## src/rtl/sopc_scope_sys_nios_oci_dct_packer.sv

```systemverilog
// ---------------------------------------------------------------------------
// sopc_scope_sys_nios_oci_dct_packer
//
// Packs 2-bit direct-conditional-branch trace codes into a frame of up to
// DCT_DEPTH codes. The first code of a frame ends up in the most significant
// occupied bits. A frame closes when it is full or when a flush arrives. A
// closed frame goes to the downstream trace FIFO over a valid/ready handshake.
//
// Ports
//   clk          : system clock, all logic on the rising edge
//   reset_n      : asynchronous active-low reset
//   trc_on       : trace enable; codes are ignored while low
//   dct_valid    : dct_code is valid this cycle
//   dct_code     : branch trace code
//   flush        : pulse that closes a partial frame
//   ovf_clr      : clears the sticky overflow flag
//   frame_ready  : downstream FIFO accepts the presented frame
//   frame_valid  : frame_buffer / frame_count hold a completed frame
//   frame_buffer : completed frame, right-aligned, first code most significant
//   frame_count  : number of codes in the frame (1..DCT_DEPTH)
//   dct_buffer   : live packing register
//   dct_count    : live code count (0..DCT_DEPTH)
//   dct_ovf      : sticky flag, a code was dropped because live was full
// ---------------------------------------------------------------------------
module sopc_scope_sys_nios_oci_dct_packer #(
    parameter int DCT_DEPTH = 15,
    parameter int CODE_W    = 2,
    parameter int CNT_W     = 4,
    localparam int BUF_W    = DCT_DEPTH * CODE_W
) (
    input  logic              clk,
    input  logic              reset_n,
    input  logic              trc_on,
    input  logic              dct_valid,
    input  logic [CODE_W-1:0] dct_code,
    input  logic              flush,
    input  logic              ovf_clr,
    input  logic              frame_ready,
    output logic              frame_valid,
    output logic [BUF_W-1:0]  frame_buffer,
    output logic [CNT_W-1:0]  frame_count,
    output logic [BUF_W-1:0]  dct_buffer,
    output logic [CNT_W-1:0]  dct_count,
    output logic              dct_ovf
);

    localparam logic [CNT_W-1:0] FULL_CNT = CNT_W'(DCT_DEPTH);

    // The live state is not stored separately; it is implied by the count
    // and the pending-flush bit. A count of DCT_DEPTH can only persist when
    // the output was stalled, so a full register always means HOLD.
    typedef enum logic [1:0] {
        EMPTY = 2'd0,
        FILL  = 2'd1,
        HOLD  = 2'd2
    } live_state_t;

    logic [BUF_W-1:0] live_buf, live_buf_nxt;
    logic [CNT_W-1:0] live_cnt, live_cnt_nxt;
    logic             flush_pend, flush_pend_nxt;
    logic             ovf, ovf_nxt;
    logic             fv, fv_nxt;
    logic [BUF_W-1:0] fbuf, fbuf_nxt;
    logic [CNT_W-1:0] fcnt, fcnt_nxt;

    live_state_t      live_state;
    logic             accept;
    logic             out_free;
    logic             drop;
    logic [BUF_W-1:0] buf_pk;
    logic [CNT_W-1:0] cnt_pk;
    logic             emit_req;
    logic             emit;

    // State register: live packer, overflow flag and the output frame.
    always_ff @(posedge clk or negedge reset_n) begin
        if (!reset_n) begin
            live_buf   <= '0;
            live_cnt   <= '0;
            flush_pend <= 1'b0;
            ovf        <= 1'b0;
            fv         <= 1'b0;
            fbuf       <= '0;
            fcnt       <= '0;
        end else begin
            live_buf   <= live_buf_nxt;
            live_cnt   <= live_cnt_nxt;
            flush_pend <= flush_pend_nxt;
            ovf        <= ovf_nxt;
            fv         <= fv_nxt;
            fbuf       <= fbuf_nxt;
            fcnt       <= fcnt_nxt;
        end
    end

    // Next-state logic for the live packer. buf_pk/cnt_pk are the live
    // contents after this cycle's code; a frame is emitted from them so the
    // 15th code or a flush produces the frame on the same edge.
    always_comb begin
        accept   = trc_on & dct_valid;
        out_free = !fv | frame_ready;

        if (flush_pend || (live_cnt == FULL_CNT)) begin
            live_state = HOLD;
        end else if (live_cnt == '0) begin
            live_state = EMPTY;
        end else begin
            live_state = FILL;
        end

        buf_pk = live_buf;
        cnt_pk = live_cnt;
        drop   = 1'b0;
        case (live_state)
            EMPTY, FILL: begin
                if (accept) begin
                    buf_pk = {live_buf[BUF_W-CODE_W-1:0], dct_code};
                    cnt_pk = live_cnt + 1'b1;
                end
            end
            HOLD: begin
                // A pending flush below full still packs incoming codes.
                if (accept) begin
                    if (live_cnt == FULL_CNT) begin
                        drop = 1'b1;
                    end else begin
                        buf_pk = {live_buf[BUF_W-CODE_W-1:0], dct_code};
                        cnt_pk = live_cnt + 1'b1;
                    end
                end
            end
            default: begin
                buf_pk = live_buf;
                cnt_pk = live_cnt;
            end
        endcase

        emit_req = (cnt_pk == FULL_CNT) | ((flush | flush_pend) & (cnt_pk != '0));
        emit     = emit_req & out_free;

        if (emit) begin
            live_buf_nxt   = '0;
            live_cnt_nxt   = '0;
            flush_pend_nxt = 1'b0;
        end else begin
            live_buf_nxt   = buf_pk;
            live_cnt_nxt   = cnt_pk;
            flush_pend_nxt = flush_pend | (emit_req & flush);
        end

        // Setting wins over clearing in the same cycle.
        if (drop) begin
            ovf_nxt = 1'b1;
        end else if (ovf_clr) begin
            ovf_nxt = 1'b0;
        end else begin
            ovf_nxt = ovf;
        end
    end

    // Output frame logic: load on emit, otherwise retire on handshake and
    // hold the fields while stalled.
    always_comb begin
        fv_nxt   = fv;
        fbuf_nxt = fbuf;
        fcnt_nxt = fcnt;
        if (emit) begin
            fv_nxt   = 1'b1;
            fbuf_nxt = buf_pk;
            fcnt_nxt = cnt_pk;
        end else if (fv && frame_ready) begin
            fv_nxt = 1'b0;
        end
    end

    assign frame_valid  = fv;
    assign frame_buffer = fbuf;
    assign frame_count  = fcnt;
    assign dct_buffer   = live_buf;
    assign dct_count    = live_cnt;
    assign dct_ovf      = ovf;

endmodule
```

## config.mk

```make
export PLATFORM = sky130hd
export DESIGN_NAME = sopc_scope_sys_nios_oci_dct_packer
export DESIGN_NICKNAME = d
export VERILOG_FILES = /design/src/rtl/sopc_scope_sys_nios_oci_dct_packer.sv
export SDC_FILE = /design/constraint.sdc
export NUM_CORES = 1
export LEC_CHECK = 0
export ABC_CLOCK_PERIOD_IN_PS = 4200
export BUFFER_PORTS_ARGS = -buffer_cell sky130_fd_sc_hd__buf_4
export CORE_MARGIN = 8
export CORE_UTILIZATION = 55
export DETAILED_ROUTE_END_ITERATION = 8
export PLACE_DENSITY = 0.86
export SYNTH_ARGS = -nofsm -noshare
export SYNTH_HDL_FRONTEND = slang
export SYNTH_SLANG_ARGS = --single-unit
export TNS_END_PERCENT = 10
```

## constraint.sdc

```tcl
create_clock -name clk -period 4.2 [get_ports clk]
set_input_delay 0.84 -clock clk [delete_from_list [all_inputs] [get_ports clk]]
set_output_delay 0.84 -clock clk [all_outputs]
set_load 0.03 [all_outputs]
```

# After elaboration in Yosys (flattened, before gate mapping)
# Cells that the tools add are included.
# totals
regBits,71
latch_bits,0
mem_bits_rw,0
romBits,0
in_bits,9
out_inout_bits,70
memories,0
# op_classes
addsub,1
n_mul,0
div_mod_pow,0
n_lt_le_gt_ge,0
n_eq_ne,4
n_shift,0
muxes,20
bitwise_logic,8
n_reduce_logical,9
# ops
operator,n
$mux W30,4
$pmux W30 S2,1
$mux W4,4
$mux W1,9
$eq A4 B4 Y1 const B,2
$pmux W4 S2,1
$add A4 B1 Y4 const B,1
$and A1 B1 Y1,4
$logic_not A4 Y1,1
$or A1 B1 Y1,4
$reduce_bool A2 Y1,2
$reduce_bool A4 Y1,1
$eq A2 B1 Y1 const B,1
$eq A2 B2 Y1 const B,1
$logic_not A2 Y1,1
$mux W2,1
$reduce_or A2 Y1,1
$logic_and A1 B1 Y1,1
$logic_not A1 Y1,1
$logic_or A1 B1 Y1,1

# Logic depth before layout (Yosys ltp)
# depth
ltp_word,12
mapped_depth,8
mapped_depth_nobuf,6

# Worst setup path before layout
# No wires, ideal clock.
# synth_timing
kind,in2reg
startpoint,input trc_on
endpoint,"register fcnt[2], in the netlist frame_count[2]"
setup_ps,125
arrival_ps,2243
required_ps,4075
slack_ps,1832
path_stages,6
path_cell_list,and3_1 -> a31o_2 -> a211o_1 -> o22ai_2 -> buf_6 -> mux2_4
# synth_via
elab_chain_cells,7
elab_cells_between_ends,9
classes_between,eq/ne: 1; mux: 3; bitwise: 4; reduce/logical: 1
# synth_lines
item,line_no,text
start: declaration,33,"input logic trc_on,"
$and A1 B1 Y1 *,100,accept = trc_on & dct_valid;
$mux W4 (on tied branches),"123, 116",
$pmux W4 S2 *,114,case (live_state)
$reduce_bool A4 Y1,138,emit_req = (cnt_pk == FULL_CNT) | ((flush | flush_pend) & (cnt_pk != '0));
$and A1 B1 Y1,138,
$or A1 B1 Y1,138,
$and A1 B1 Y1,139,emit = emit_req & out_free;
end signal: assignment,92,fcnt <= fcnt_nxt;
end: declaration,64,"logic [CNT_W-1:0] fcnt, fcnt_nxt;"
# Mark *: on every way between the ends. The rest lies on a longest branch, timed or not.
# A chain may end at the register's enable or synchronous reset.

# Final worst setup path
# layout_timing
startpoint,"register live_cnt[0], in the netlist dct_count[0]"
endpoint,"register fbuf[24], in the netlist frame_buffer[24]"
# layout_via
elab_chain_cells,10
elab_cells_between_ends,22
classes_between,add/sub: 1; eq/ne: 4; mux: 9; bitwise: 3; reduce/logical: 5
# layout_lines
item,line_no,text
start: declaration,59,"logic [CNT_W-1:0] live_cnt, live_cnt_nxt;"
start signal: assignment,87,live_cnt <= live_cnt_nxt;
$logic_not A4 Y1 / $eq A4 B4 Y1 (equally long branches),"105, 103, 124",
$mux W1 / $logic_or A1 B1 Y1 (equally long branches),"105, 103",
$mux W2,103,if (flush_pend || (live_cnt == FULL_CNT)) begin
$eq A2 B1 Y1 / $logic_not A2 Y1 (equally long branches),114,
$reduce_or A2 Y1,114,
$pmux W4 S2,114,
$reduce_bool A4 Y1,138,
$and A1 B1 Y1,138,
$or A1 B1 Y1,138,
$and A1 B1 Y1,139,
end signal: assignment,91,fbuf <= fbuf_nxt;
end: declaration,63,"logic [BUF_W-1:0] fbuf, fbuf_nxt;"
# Several ways; a longest one is shown, not always the timed one.

==> results.py <==
metrics = {
    "clocking": {
        "cts_tree": "done",
        "worstSkewPairLatency_ns": 0.34,
        "clock_tree.root_cell": "clkbuf_8",
        "cts_made_buffers": 9,
        "clk_pin_slew_ns": 0.08,
        "clock-sinks": 71,
        "cts_resized": 0,
        "post_cts.repair.setup_buffers": 0,
        "h-tree-depth": 3,
        "postCtsHoldBufs": 0,
        "cts_buffer_depth": 2,
    },
    "placed_design": {
        "place.gp.congestion": 0.8475,
        "placed_cells_incl_taps": 392,
        "post_dp_cell_area_sq_um": 3657,
        "portBuffers": 78,
        "dpl.hpwl_microns": 4418,
    },
    "critical_path": {
        "worstSetupStartpointType": "register",
        "critPathKind": "register to register",
        "crit_fanout": 19,
        "cp_data_required_time_ns": 4.46,
        "timing.reg2reg.setup_slack_ns": 1.48,
        "worstPathArrival_ns": 2.97,
        "crit_path_end_kind": "register",
    },
    "logic_synthesis": {
        "ys_seq_area_frac": 0.5934,
        "ys_seq_elements": 71,
        "synth_top_area_share": 0.5934,
        "syn-num-nets": 259,
        "synth_cells": 249,
        "ys_warn_count": 0,
        "synth_area_sq_um": 2994,
        "avgSynthCellArea_sq_um": 12.02,
        "ys_types": 37,
        "synth_largest_area_cell": "dfrtp_1",
        "synthTopCellsByArea": "dfrtp_1 59%, mux2i_1 21%, inv_1 4.4%",
    },
    "grt": {
        "antenna_found_initial": 0,
        "grt-ovfl-total": 0,
        "top_usage_layer": "met2",
        "grt_first_pass_wirelength_microns": 10250,
        "grtUsageMet1": 0.1906,
        "grt_use_total": 0.1542,
        "use_met2": 0.2448,
        "grt_max_degree": 72,
        "met3_usage": 0.04738,
        "grt_pass1_vias": 2075,
    },
    "floorplan": {
        "rows": 27,
        "fp.dieW_microns": 89.78,
        "die_area_sq_um": 8060,
        "die_h_microns": 89.78,
        "io_pins": 79,
        "initial_core_util": 0.5574,
        "coreArea_sq_um": 5371,
    },
    "final_layout": {
        "stdcell_area_sq_um": 3849,
        "final_common_cell": "buf_4",
        "seq_area_sq_um": 1777,
        "layout_common_cells": "80 x buf_4, 71 x dfrtp_1, 63 x mux2i_1",
        "multiInputGateArea_sq_um": 1039,
        "fin_cells": 408,
        "nets": 341,
        "drive_gt1_frac": 0.2976,
        "n_antenna_cell": 0,
        "syn_to_final_growth_pct": 28.54,
        "fillerInstances": 393,
    },
    "sta": {
        "slew_viol_final": 0,
        "fin_crit_sh": 0.6472,
        "hold_ws_ns": 0.5141,
        "hold_viol": 0,
        "setup_tns_ns": 0,
        "finalCriticalPeriod_ns": 2.718,
        "maxSlewHeadroom": 0.4354,
        "tightestPinTransition_ns": 0.8468,
        "setup_viol": 0,
        "skew_ns": 0.01283,
        "rsz0062_at_grt": "false",
        "fmax_mhz": 367.9,
    },
    "routing": {
        "drt-total-wl_microns": 6201,
        "drc": 0,
        "viasPerCell": 4.968,
        "drtIter0Drc": 122,
        "vias": 2027,
        "first_pass_iters": 4,
        "routedWlPerCell_microns": 15.20,
        "final_antenna_net_count": 0,
    },
    "power": {
        "p_leak_nw": 1.958,
        "vdd_drop_max_v": 0.0003593,
        "cellPowerDensity_nw_per_um2": 553.6,
    },
    "min_path": {
        "hold_path.class": "register to register",
    },
    "run_status": {
        "outcome": "finished clean",
    },
    "run": {
        "max_cap_violations": 0,
    },
}
## final timing paths
kind	endpoint	startpoint	cells past startpoint
setup / recovery	frame_buffer[24]	dct_count[0]	7
hold / removal	frame_buffer[12]	frame_buffer[12]	2
setup reg to reg	frame_buffer[24]	dct_count[0]	7
hold reg to reg	frame_buffer[12]	frame_buffer[12]	2
max in group asynchronous	frame_buffer[6]	reset_n	1
min in group asynchronous	frame_buffer[21]	reset_n	1
## sequential cells by signal, summed over array words and instances (netlist names)
register and count:
frame_valid 1, flush_pend 1, dct_buffer 30, dct_ovf 1, dct_count 4, frame_count 4
frame_buffer 30
## area by class of cell
type                    count  share of cell area
flip-flops and latches     71              0.4616
multi-input cells         133              0.2698
repair buffers             81              0.1612
clock buffers              13             0.03869
inverters                  35             0.03414
well taps                  72             0.02341
clock inverters             3             0.01105
## logic make-up after synthesis
logic type	share of synthesized area
and+or+nand+nor	0.06979
xor gates and xnor gates	0.002926
muxes	0.2156
buffers and inverters	0.06394
adders and majority gates	0.004178
DFF	0.5934
AOI/OAI and AO/OA	0.05015
## layer usage
metal	share of wire	up-vias
met5	0	-
met4	0.012	0
met3	0.048	6
met2	0.48	48
met1	0.46	989
li1	-	984
## through the flow
step,total power (W),worst slack (ns),util
after floorplan,0.001395,1.832,-
after global placement,0.001618,1.193,0.6809
after detailed placement,0.001630,1.158,0.6809
after CTS,0.002155,1.485,0.7165
after global routing,0.002243,1.327,0.7165
final,0.002131,1.482,0.7165
## cells in the mapped netlist
master / number
nand2b_1: 1
a211o_1: 1
o41ai_1: 1
and3_1: 1
mux2i_1: 63
o22ai_2: 1
a31o_2: 1
a211oi_1: 3
buf_4: 3
a31oi_1: 2
and2_1: 2
nor2b_1: 1
buf_2: 3
clkbuf_1: 2
nand2_1: 2
a21boi_0: 1
a2111oi_0: 1
a2bb2oi_1: 1
and3_4: 1
o21ba_2: 1
buf_6: 1
xnor2_1: 1
a21o_1: 1
inv_1: 35
buf_1: 1
ha_1: 1
mux2_4: 1
dfrtp_1: 71
nand4b_1: 1
o211ai_1: 1
nor2_1: 34
or2_1: 1
nand3_1: 2
nor2_2: 1
o21ai_0: 2
a21oi_1: 2
o22ai_1: 1
## critical path, cell delays in order (launching register included)
cell and delay (ns):
dfrtp_1 0.46, ha_1 0.29, a31oi_1 0.13, a31o_2 0.25, a211o_1 0.34, o22ai_4 0.54
buf_4 0.38, mux2i_1 0.24
## where the power goes
group	leakage [nW]	switching [W]	internal [W]
Clock	0.0936	0.000232	0.000290
Sequential	0.977	0.0000664	0.000771
Combinational	0.888	0.000466	0.000305
Power figures use the tool's default switching activity.
